--- config.mk ---
export PLATFORM = sky130hd
export DESIGN_NAME = uart_brg_sched
export DESIGN_NICKNAME = d
export VERILOG_FILES = /design/src/rtl/uart_brg_sched.sv
export SDC_FILE = /design/constraint.sdc
export NUM_CORES = 1
export LEC_CHECK = 0
export CAP_MARGIN = 20
export CORE_MARGIN = 5
export CORE_UTILIZATION = 31
export CTS_BUF_LIST = sky130_fd_sc_hd__clkbuf_4 sky130_fd_sc_hd__clkbuf_8
export DETAILED_ROUTE_END_ITERATION = 8
export PLACE_DENSITY = 0.41
export SLEW_MARGIN = 25
export SYNTH_ARGS = -nofsm -noshare
export SYNTH_HDL_FRONTEND = slang
export SYNTH_SLANG_ARGS = --single-unit
--- constraint.sdc ---
create_clock -name clk -period 12.15 [get_ports clk]
set_input_delay 2.43 -clock clk [delete_from_list [all_inputs] [get_ports clk]]
set_output_delay 2.43 -clock clk [all_outputs]
set_load 0.05 [all_outputs]
--- src/rtl/uart_brg_sched.sv ---
// Per-line baud-rate scheduler for an 8-line UART: holds speed/enable per line and
// runs one 16x clock-enable divider per line with glitch-free speed changes.
module uart_brg_sched #(
  parameter int CLKFRQ = 50000000,
  parameter int CLKDIV = 16,
  parameter int CNTW   = 20
) (
  input  logic       clk,
  input  logic       rst,
  input  logic       lprWR,
  input  logic [2:0] lprLINE,
  input  logic [2:0] lprSPEED,
  input  logic       lprENA,
  output logic       lprACK,
  output logic [7:0] brgCLKEN,
  output logic [7:0] brgPEND
);

  localparam logic [CNTW-1:0] DIV0 = CNTW'(CLKFRQ / CLKDIV / 1200);
  localparam logic [CNTW-1:0] DIV1 = CNTW'(CLKFRQ / CLKDIV / 2400);
  localparam logic [CNTW-1:0] DIV2 = CNTW'(CLKFRQ / CLKDIV / 4800);
  localparam logic [CNTW-1:0] DIV3 = CNTW'(CLKFRQ / CLKDIV / 9600);
  localparam logic [CNTW-1:0] DIV4 = CNTW'(CLKFRQ / CLKDIV / 19200);
  localparam logic [CNTW-1:0] DIV5 = CNTW'(CLKFRQ / CLKDIV / 38400);
  localparam logic [CNTW-1:0] DIV6 = CNTW'(CLKFRQ / CLKDIV / 57600);
  localparam logic [CNTW-1:0] DIV7 = CNTW'(CLKFRQ / CLKDIV / 115200);

  function automatic logic [CNTW-1:0] div_of(input logic [2:0] code);
    logic [CNTW-1:0] d;
    case (code)
      3'd0:    d = DIV0;
      3'd1:    d = DIV1;
      3'd2:    d = DIV2;
      3'd3:    d = DIV3;
      3'd4:    d = DIV4;
      3'd5:    d = DIV5;
      3'd6:    d = DIV6;
      3'd7:    d = DIV7;
      default: d = DIV0;
    endcase
    return d;
  endfunction

  logic [7:0]      ena;
  logic [7:0]      pend;
  logic [7:0]      clken;
  logic [2:0]      spd   [8];
  logic [2:0]      nspd  [8];
  logic [CNTW-1:0] cnt   [8];
  logic [7:0]      wr_hit;
  logic [2:0]      use_spd [8];

  // Decode the targeted line and pick the speed a reload would apply.
  always_comb begin
    for (int i = 0; i < 8; i++) begin
      wr_hit[i]  = lprWR && (lprLINE == 3'(i));
      use_spd[i] = pend[i] ? nspd[i] : spd[i];
    end
  end

  // Per-line dividers plus the LPR write path; a disable write overrides the run rule.
  always_ff @(posedge clk or posedge rst) begin
    if (rst) begin
      lprACK <= 1'b0;
      ena    <= 8'h00;
      pend   <= 8'h00;
      clken  <= 8'h00;
      for (int i = 0; i < 8; i++) begin
        spd[i]  <= 3'd0;
        nspd[i] <= 3'd0;
        cnt[i]  <= '0;
      end
    end else begin
      lprACK <= lprWR;
      for (int i = 0; i < 8; i++) begin
        if (wr_hit[i] && !lprENA) begin
          ena[i]   <= 1'b0;
          cnt[i]   <= '0;
          clken[i] <= 1'b0;
          spd[i]   <= lprSPEED;
          pend[i]  <= 1'b0;
        end else begin
          if (ena[i]) begin
            if (cnt[i] == '0) begin
              cnt[i]   <= div_of(use_spd[i]);
              spd[i]   <= use_spd[i];
              pend[i]  <= 1'b0;
              clken[i] <= 1'b1;
            end else begin
              cnt[i]   <= cnt[i] - CNTW'(1);
              clken[i] <= 1'b0;
            end
          end else begin
            cnt[i]   <= '0;
            clken[i] <= 1'b0;
            pend[i]  <= 1'b0;
          end
          // An enable write lands after the run rule, so a same-edge reload keeps the new speed pending.
          if (wr_hit[i]) begin
            ena[i]  <= 1'b1;
            nspd[i] <= lprSPEED;
            pend[i] <= 1'b1;
          end
        end
      end
    end
  end

  assign brgCLKEN = clken;
  assign brgPEND  = pend;

endmodule

==> impl_metrics.py <==
metrics = {
    "routing": {
        "routed_wirelength_mm": 31.4,
        "ant_nets": 0,
        "wire_per_inst_um": 15.9,
        "via_per_inst": 4.93,
        "drt_iter0_drc": 298,
        "first_pass_iters": 6,
        "drc": 0,
        "via_count": 9733,
    },
    "floorplan": {
        "core_area_um2": 42000,
        "dieArea_um2": 46800,
        "row_count": 75,
        "die_x_um": 216,
        "initial_core_util_pct": 31.4,
        "die-height_um": 216,
        "ios": 27,
    },
    "min_path": {
        "hp-class": "flop to flop",
        "hp-start": "nspd[13]$_DFFE_PP0P_",
    },
    "cells_and_area": {
        "layout-drive-gt1-share_pct": 10.8,
        "finalNetCount": 1475,
        "n_fill_cell": 4343,
        "seqCellArea_um2": 5830,
        "areaGrowthSynthToFinish_pct": 14.1,
        "antenna_cells": 0,
        "multiInputGateArea_um2": 7030,
    },
    "run_status": {
        "status": "complete, no violations",
    },
    "sta": {
        "setup_viol_count_final": 0,
        "whs_ps": 507,
        "rsz0062_at_grt": "false",
        "finalHoldViolCount": 0,
        "max_freq_mhz": 210,
        "fin_crit_sh_pct": 39.1,
        "tns_ps": 0,
        "maxSlewHeadroom_pct": 35.3,
        "skew_ps": 18.3,
        "fin_crit_ps": 4750,
        "worstMarginPinSlew_ps": 963,
        "slew_viol_final": 0,
    },
    "setup_path": {
        "start_kind": "input port",
        "cpPeakStageDelay_ps": 930,
        "cp.required_ps": 12610,
        "setup.worst_path.class": "input port to flop",
        "timing.rr.start": "cnt[100]$_DFF_PP0_",
        "critPathLaunch": "lprENA",
        "path_cells": "clkdlybuf4s50_1, nor4_1, nand2b_1, nand2b_1, nor2_1",
        "cp_max_fo": 18,
        "reg2reg_slack_ps": 8970,
        "arrival_ps": 5210,
        "end_kind": "flop",
        "cp_slowest_cell": "nor4_1",
        "crit_top_cell": "nand2b_1",
    },
    "power_and_ir_drop": {
        "peakVddDrop_v": 0.000125,
        "p_leak_uw": 0.00656,
        "p_per_area_nw_per_um2": 298,
    },
    "grt": {
        "grt_pass1_vias": 10064,
        "met2_usage_pct": 21.6,
        "overflow": 0,
        "grt_max_degree": 123,
        "gr-usage-met1_pct": 18.7,
        "grt_util_all_layers_pct": 13.6,
        "antenna_found_initial": 0,
        "grt_use_met3_pct": 2.64,
        "gr-max-usage-layer": "met2",
        "grt_pass1_wl_mm": 52.9,
    },
    "synth": {
        "ys_types": 54,
        "async_reset_ff_share_pct": 100,
        "syn_avg_cell_area_um2": 9.68,
        "synth_nets": 1437,
        "synth-main-ff-cell": "dfrtp_1",
        "synth_edf_count": 0,
        "syn_area_um2": 13200,
        "ys_warn_count": 0,
        "ys_seq_area_share_pct": 44.2,
        "netlist_instances": 1363,
        "synth-seq-cells": 233,
    },
    "job": {
        "cap_violations": 0,
    },
    "place": {
        "dpl.hpwl_mm": 21.3,
        "place.port_buffers": 26,
        "place_congestion": 0.765,
    },
    "cts": {
        "cts_resized": 0,
        "cts_tree": "built",
        "htreeDepth": 2,
        "clk_pin_slew_worst_paths_ps": 50,
        "hold_buffers": 0,
        "clock_latency_ps": 590,
        "cts_sinks": 233,
        "postCtsSetupBuffers": 0,
        "cts_inserted_buffers": 48,
        "cts_root_buffer": "clkbuf_8",
        "cts_buffer_depth": 3,
    },
}
## critical path: cells and delay by family
kind | cells | cell delay, ps
buf+inv | 1 | 830
simple gates | 4 | 1930
## cells in the mapped netlist (8+ instances only)
cell type	instances	area [um2]
xnor2_1	87	762
nor2b_1	11	68.8
dfrtp_1	233	5830
inv_1	39	146
a21oi_1	40	200
clkbuf_1	39	146
nor2_1	194	728
o31ai_1	9	67.6
ha_1	64	801
mux2_2	34	383
xor2_1	40	350
nand2_1	105	394
or4_1	21	158
nand3_1	35	175
mux2i_1	57	571
a211oi_1	100	751
or3_1	16	100
o21ai_0	40	200
nand4_1	17	106
nor3_1	48	240
and3_1	11	68.8
and2_1	8	50.1
nor4_1	27	169
nand2b_1	16	100
## state kept, by name (all words and copies together) (netlist names)
signal / count
brgPEND: 8
brgCLKEN: 8
lprACK: 1
ena: 8
cnt: 160
nspd: 24
spd: 24
## path summary, 6_finish.rpt
check | depth (start not counted) | to
worst max-delay path | 5 | cnt[73]$_DFF_PP0_
worst min-delay path | 1 | nspd[13]$_DFFE_PP0P_
worst max register to register | 7 | cnt[110]$_DFF_PP0_
worst min register to register | 1 | nspd[13]$_DFFE_PP0P_
max in group asynchronous | 3 | cnt[73]$_DFF_PP0_
min in group asynchronous | 2 | brgCLKEN[7]$_DFF_PP0_
## where the power goes
part | internal [uW] | switching (uW) | total [uW]
logic | 945 | 1390 | 2340
registers | 1040 | 230 | 1270
clock network | 519 | 361 | 880
## cell type report
class                   count  area share (%)
inverters                  39            1.02
well taps                 539            4.48
flip-flops and latches    233            38.7
clock buffers              79            6.68
multi-input cells        1045            46.7
repair buffers             34            2.13
clock inverters             7           0.233
## cells by family after synthesis
logic type	share of synthesized area [%]
simple gates	20.9
flops	44.2
compound gates	10.5
xor+xnor	8.43
mux	7.42
buf+inv	2.50
fa+ha+maj	6.07
## layout by cell type, fill, tap and decap left out, types with 4 or more instances in the layout
master             n
clkinv_2           7
nand4b_1           4
clkbuf_4          13
o21ai_0           40
clkdlybuf4s50_1   26
nor4b_1            6
nand2b_1          16
or4_1             21
a211oi_1         100
xor2_1            40
nand2_1          105
nor3_1            48
mux2_2            34
ha_1              64
nand3b_1           4
clkbuf_8          66
o31ai_1            9
and2_1             8
nor4_2             4
nor2_1           194
nor4_1            27
dfrtp_1          233
inv_1             38
a21oi_1           40
nand4_1           17
nor2b_1           11
xnor2_1           87
buf_4              8
nand3_1           35
or2_2              6
and3_1            11
or3_1             16
mux2i_1           57
nor3b_1            5
## stage by stage
stage	instance area [um2]	utilization, %	power [uW]	worst slack [ps]	std cells
after floorplan	13200	-	3130	3330	1363
final	15100	35.8	4490	7400	1976
after global routing	15100	35.8	4920	7150	1976
after CTS	15100	35.8	4580	7380	1976
after detailed placement	14000	33.3	3650	6730	1890
after global placement	14000	33.3	3650	6780	1890
## per-layer routing
metal	wire (um)	vias to the layer above	part of all wire, %
met5	0	-	0
met1	15300	4670	49
met4	773	0	2.5
met2	14300	105	46
met3	1060	55	3.4
li1	-	4903	-
(Power assumes the default switching activity.)
==> RTL edit 1: new RTL, same flow settings <==
Change the parameter `CLKFRQ` from 50000000 to 25000000.
--- a/src/rtl/uart_brg_sched.sv
+++ b/src/rtl/uart_brg_sched.sv
@@ -1,7 +1,7 @@
 // Per-line baud-rate scheduler for an 8-line UART: holds speed/enable per line and
 // runs one 16x clock-enable divider per line with glitch-free speed changes.
 module uart_brg_sched #(
-  parameter int CLKFRQ = 50000000,
+  parameter int CLKFRQ = 25000000,
   parameter int CLKDIV = 16,
   parameter int CNTW   = 20
 ) (
Behaviour: same outputs for any inputs over 4 cycles, from zero or initial values and one cycle with rst high; that may be too few to reach the edited logic, so the function may still have changed.
==> RTL edit 1 against the original RTL <==
Sequential cell count is the same; wire length shrank 0.40%; largest power group unchanged; final area rose by 0.32%; area after synthesis is 0.69% higher; worst setup slack improved by 0.12 ns; core utilization is essentially flat; critical endpoint is now cnt[35]$_DFF_PP0_; non-clock buffer count unchanged; power increased by 4.3%; clock skew rose by 0.0022 ns; global-route usage shrank 0.051 points.
==> RTL edit 1: results (changes against the original RTL) <==
stage	metric	value	unit	change
final_layout	final_nets	1476		+0.068%
global_route	grt_max_degree	96		-22%
hold_path	min_path_type	reg -> reg		
detailed_routing	ant_nets	0		unchanged
placed_design	dp_slack	6.84	ns	+0.109 ns
timing	fin_skew	0.0205	ns	+0.00222 ns
logic_synthesis	seq_area_frac_synth	43.9	%	-0.30 points
logic_synthesis	synth.mux.area_fraction	7.56	%	+0.15 points
placed_design	place.gp.congestion	0.748		-2.1%
clock_tree	clockRootBuffer	clkbuf_8		
logic_synthesis	synth_xor_area_share	8.44	%	about the same
logic_synthesis	synthAdderAreaFrac	6.03	%	-0.042 points
logic_synthesis	synth-compound-area-share	9.78	%	-0.68 points
clock_tree	cts_max_path_buffers	3		unchanged
pwr	peakVddDrop	0.143	mV	+15%
placed_design	hpwl	21100	um	-0.84%
setup_path	crit_fanout	13		-5
global_route	grt_use_total	13.5	%	-0.051 points
detailed_routing	wl_per_cell	15.9	um	-0.30%
pwr	power.switching	2.10	mW	+5.7%
global_route	grt_pass1_vias	10100		+0.13%
setup_path	r2r.worst_path.cells	7		unchanged
final_layout	layout-drive-gt1-share	11.2	%	+0.43 points
placed_design	dp.cells	1891		+0.053%
final_layout	num-fill-cells	4247		-2.2%
pwr	p_leak	6.70	nW	+2.0%
global_route	grt_pass1_wl	53100	um	+0.38%
run_status	outcome	complete, no violations		
detailed_routing	drt-total-wl	31300	um	-0.40%
detailed_routing	drtIter0Drc	409		+37%
logic_synthesis	synth_cells	1367		+0.29%
detailed_routing	drtPass1Iterations	4		-2
logic_synthesis	ys_types	65		+20%
setup_path	critPathArrivalTime	5.08	ns	-0.13 ns
detailed_routing	via_per_inst	4.95		+0.54%
global_route	antenna_found_initial	3		+3
logic_synthesis	synth_area_leaders	dfrtp_1, ha_1, nor2_1, xnor2_1, mux2i_1		
timing	tightest_slew	0.926	ns	-0.0363 ns
clock_tree	cts_buffers	48		unchanged
logic_synthesis	yosys-top-cells-count	dfrtp_1, nor2_1, nand2_1		
[RTL edit 1: cell types whose count changed in the layout (fill, tap and decap cells not counted), sizes merged, moves of 8 or more]
| cell | change |
|---|---|
| a211oi | -21 |
| xor2 | +18 |
| xnor2 | -17 |
| nand3 | +14 |
| a21oi | -9 |
| nor2 | +9 |
| nor4 | +8 |
| o21ai | +8 |
[RTL edit 1: metrics by stage]
step / area [um2] / power [mW] / hold WS [ns]
2_1_floorplan: 13300 / 3.32 / 0.468
3_3_place_gp: 14000 / 3.83 / 0.494
3_5_place_dp: 14000 / 3.83 / 0.498
4_1_cts: 15100 / 4.77 / 0.511
5_1_grt: 15100 / 5.15 / 0.523
6_report: 15100 / 4.68 / 0.505
[RTL edit 1: logic make-up (layout without fill, tap and decap cells)]
logic type,after synthesis,in the layout
and+or+nand+nor,566,566
xor gates and xnor gates,128,128
AOI/OAI and AO/OA,195,195
DFF,233,233
muxes,96,96
buffers and inverters,85,153
adders and majority gates,64,64
[RTL edit 1: final timing paths]
check | start | to | slack, ns
max in group asynchronous | rst | nspd[23]$_DFFE_PP0P_ | 8.38
hold reg to reg | nspd[12]$_DFFE_PP0P_ | nspd[12]$_DFFE_PP0P_ | 0.51
hold / removal | nspd[12]$_DFFE_PP0P_ | nspd[12]$_DFFE_PP0P_ | 0.51
setup / recovery | lprWR | cnt[35]$_DFF_PP0_ | 7.52
min in group asynchronous | rst | brgCLKEN[1]$_DFF_PP0_ | 2.36
setup reg to reg | cnt[20]$_DFF_PP0_ | cnt[21]$_DFF_PP0_ | 9.42
[RTL edit 1: area by class of cell]
type,instances,share of cell area (%)
Sequential cell,233,38.6
Timing Repair Buffer,34,2.15
Clock inverter,4,0.298
Multi-Input combinational cell,1049,47.0
Tap cell,539,4.47
Inverter,36,0.945
Clock buffer,79,6.54
[RTL edit 1: power by group through the flow]
stage / registers [mW] / logic (mW) / clock network [mW]
finish: 1.30 / 2.50 / 0.889
global route: 1.34 / 2.84 / 0.965
CTS: 1.30 / 2.54 / 0.933
detailed placement: 1.31 / 2.52 / 0
global placement: 1.31 / 2.53 / 0
floorplan: 1.27 / 2.05 / 0
[RTL edit 1: metal layers]
metal / GRT usage [%] / vias up / part of all wire, %
met2: 21.0 / 107 / 44
li1: - / 4907 / -
met5: 0 / - / 0.13
met3: 2.93 / 56 / 4.1
met4: 4.57 / 6 / 2.3
met1: 18.8 / 4700 / 50
[RTL edit 1: worst max-delay path: stages]
cell and delay, ns:
clkdlybuf4s50_1 0.71, nand2_1 0.25, nor3_1 0.60, nand2b_1 0.57, nand2b_1 0.42, nor2_1 0.10
==> RTL edit 2: new RTL, config.mk and constraints unchanged <==
Made on the original files. Reset style: synchronous (`rst`), changed in one clocked block.
--- a/src/rtl/uart_brg_sched.sv
+++ b/src/rtl/uart_brg_sched.sv
@@ -59,7 +59,7 @@
   end
 
   // Per-line dividers plus the LPR write path; a disable write overrides the run rule.
-  always_ff @(posedge clk or posedge rst) begin
+  always_ff @(posedge clk) begin
     if (rst) begin
       lprACK <= 1'b0;
       ena    <= 8'h00;
Behaviour: differs if rst is asserted again (counterexample within 4 cycles, from zero or initial values and one cycle with rst high); with rst held inactive, the same outputs for 4 cycles.
==> RTL edit 2 against the original RTL <==
Worst setup slack improved by 0.30 ns; sequential cell count unchanged; final area increased by 8.2%; critical endpoint is now brgPEND[1]; die area increased by 4.5%; wire length decreased by 1.4%; area after synthesis increased by 4.7%; via count increased by 2.4%; synthesized cell count decreased by 0.59%; clock skew increased by 0.011 ns; first-iteration DRC count increased by 35%; core utilization increased by 1.1 points.
Power is not compared: it rests on default switching activity, and its combinational part moved more than twofold at a synthesized area within 25%.
==> RTL edit 2: results (changes against the original RTL) <==
stage	metric	value	unit	change
run_status	outcome	complete, no violations		
detailed_routing	via_per_inst	4.58		-7.1%
timing	fin_skew	0.0297	ns	+0.0114 ns
placed_design	dpl_cell_area	15300	um2	+9.3%
logic_synthesis	synth_xor_area_share	7.80	%	-0.63 points
setup_path	critPathArrivalTime	2.02	ns	-3.19 ns
global_route	grt_pass1_vias	9758		-3.0%
clock_tree	clkLatencyLatePin	0.60	ns	
final_layout	final_nets	1621		+9.9%
logic_synthesis	yosys-top-cells-count	edfxtp_1, nor2_1, nand2_1		
placed_design	hpwl	21800	um	+2.1%
placed_design	dp_slack	7.14	ns	+0.410 ns
timing	maxSlewHeadroom	37.4	%	+2.1 points
logic_synthesis	synth_area_per_cell	10.2	um2	+5.4%
clock_tree	cts_max_path_buffers	3		unchanged
final_layout	layout-drive-gt1-share	7.69	%	-3.1 points
global_route	grt_max_degree	43		-65%
logic_synthesis	synth-async-reset-ratio	0	%	-100 points
logic_synthesis	synth_area_leaders	edfxtp_1, ha_1, nor2_1, xnor2_1, mux2i_1		
setup_path	crit_fanout	6		-12
detailed_routing	drtIter0Drc	401		+35%
detailed_routing	drtPass1Iterations	5		-1
final_layout	stdcell_count	2178		+10%
global_route	grt_use_total	12.6	%	-0.94 points
logic_synthesis	seq_area_frac_synth	48.8	%	+4.6 points
placed_design	dp.cells	2091		+11%
global_route	grt_pass1_wl	51600	um	-2.5%
setup_path	critPathMaxStageDelay	0.95	ns	+0.02 ns
detailed_routing	drt-total-wl	31000	um	-1.4%
logic_synthesis	synth_edf_count	208		+208
logic_synthesis	synthAdderAreaFrac	5.70	%	-0.36 points
setup_path	cp_slowest_cell	clkdlybuf4s50_1		
logic_synthesis	synth.mux.area_fraction	4.54	%	-2.9 points
logic_synthesis	synth-compound-area-share	9.57	%	-0.89 points
logic_synthesis	ys_types	57		+5.6%
placed_design	place.gp.congestion	0.754		-1.4%
-- RTL edit 2: cell types whose count changed after synthesis, moves of 15 or more --
cell	change
a211oi_1	-35
dfrtp_1	-233
dfxtp_1	+25
edfxtp_1	+208
mux2_2	-29
nand2_1	-17
o21ai_0	-15
o22ai_1	+25
-- RTL edit 2: cells by family (layout without fill, tap and decap cells) --
group,Yosys count,in the layout
AOI/OAI and AO/OA,202,202
xor gates and xnor gates,123,123
adders and majority gates,63,63
buffers and inverters,105,177
DFF,233,233
muxes,62,62
other,1,160
and+or+nand+nor,566,566
-- RTL edit 2: worst paths after layout --
path	start	to	slack, ns	depth (start not counted)
hold reg to reg	ena[3]$_SDFFE_PP0N_	ena[3]$_SDFFE_PP0N_	0.47	2
setup / recovery	brgPEND[1]$_SDFFE_PP0P_	brgPEND[1]	7.70	1
setup reg to reg	cnt[1][60]$_SDFFCE_PP0P_	cnt[1][76]$_SDFFCE_PP0P_	9.04	7
hold / removal	ena[3]$_SDFFE_PP0N_	ena[3]$_SDFFE_PP0N_	0.47	2
-- RTL edit 2: power by group through the flow --
stage	sequential [mW]	clock (mW)	combinational, mW
floorplan	0.940	0	0.116
global placement	0.947	0	0.155
detailed placement	0.947	0	0.155
CTS	0.931	0.876	0.156
global route	0.935	0.913	0.178
finish	0.931	0.831	0.155
-- RTL edit 2: layer usage --
metal  GRT usage, %  vias up  routed length [um]  share of wire (%)
met5              0        -                   0                  0
met4           3.32        0                 564                1.8
met3           3.39       50                1320                4.2
met2           19.7      123               13900                 45
met1           17.5     4607               15200                 49
li1               -     5191                   -                  -
-- RTL edit 2: area by class of cell --
cell class              count  area (um2)
inverters                  51         191
well taps                 592         741
flip-flops and latches    233        6750
multi-input cells        1176        7290
clock inverters            12        52.6
repair buffers             39         353
clock buffers              75         913
fillers                  4597       27800
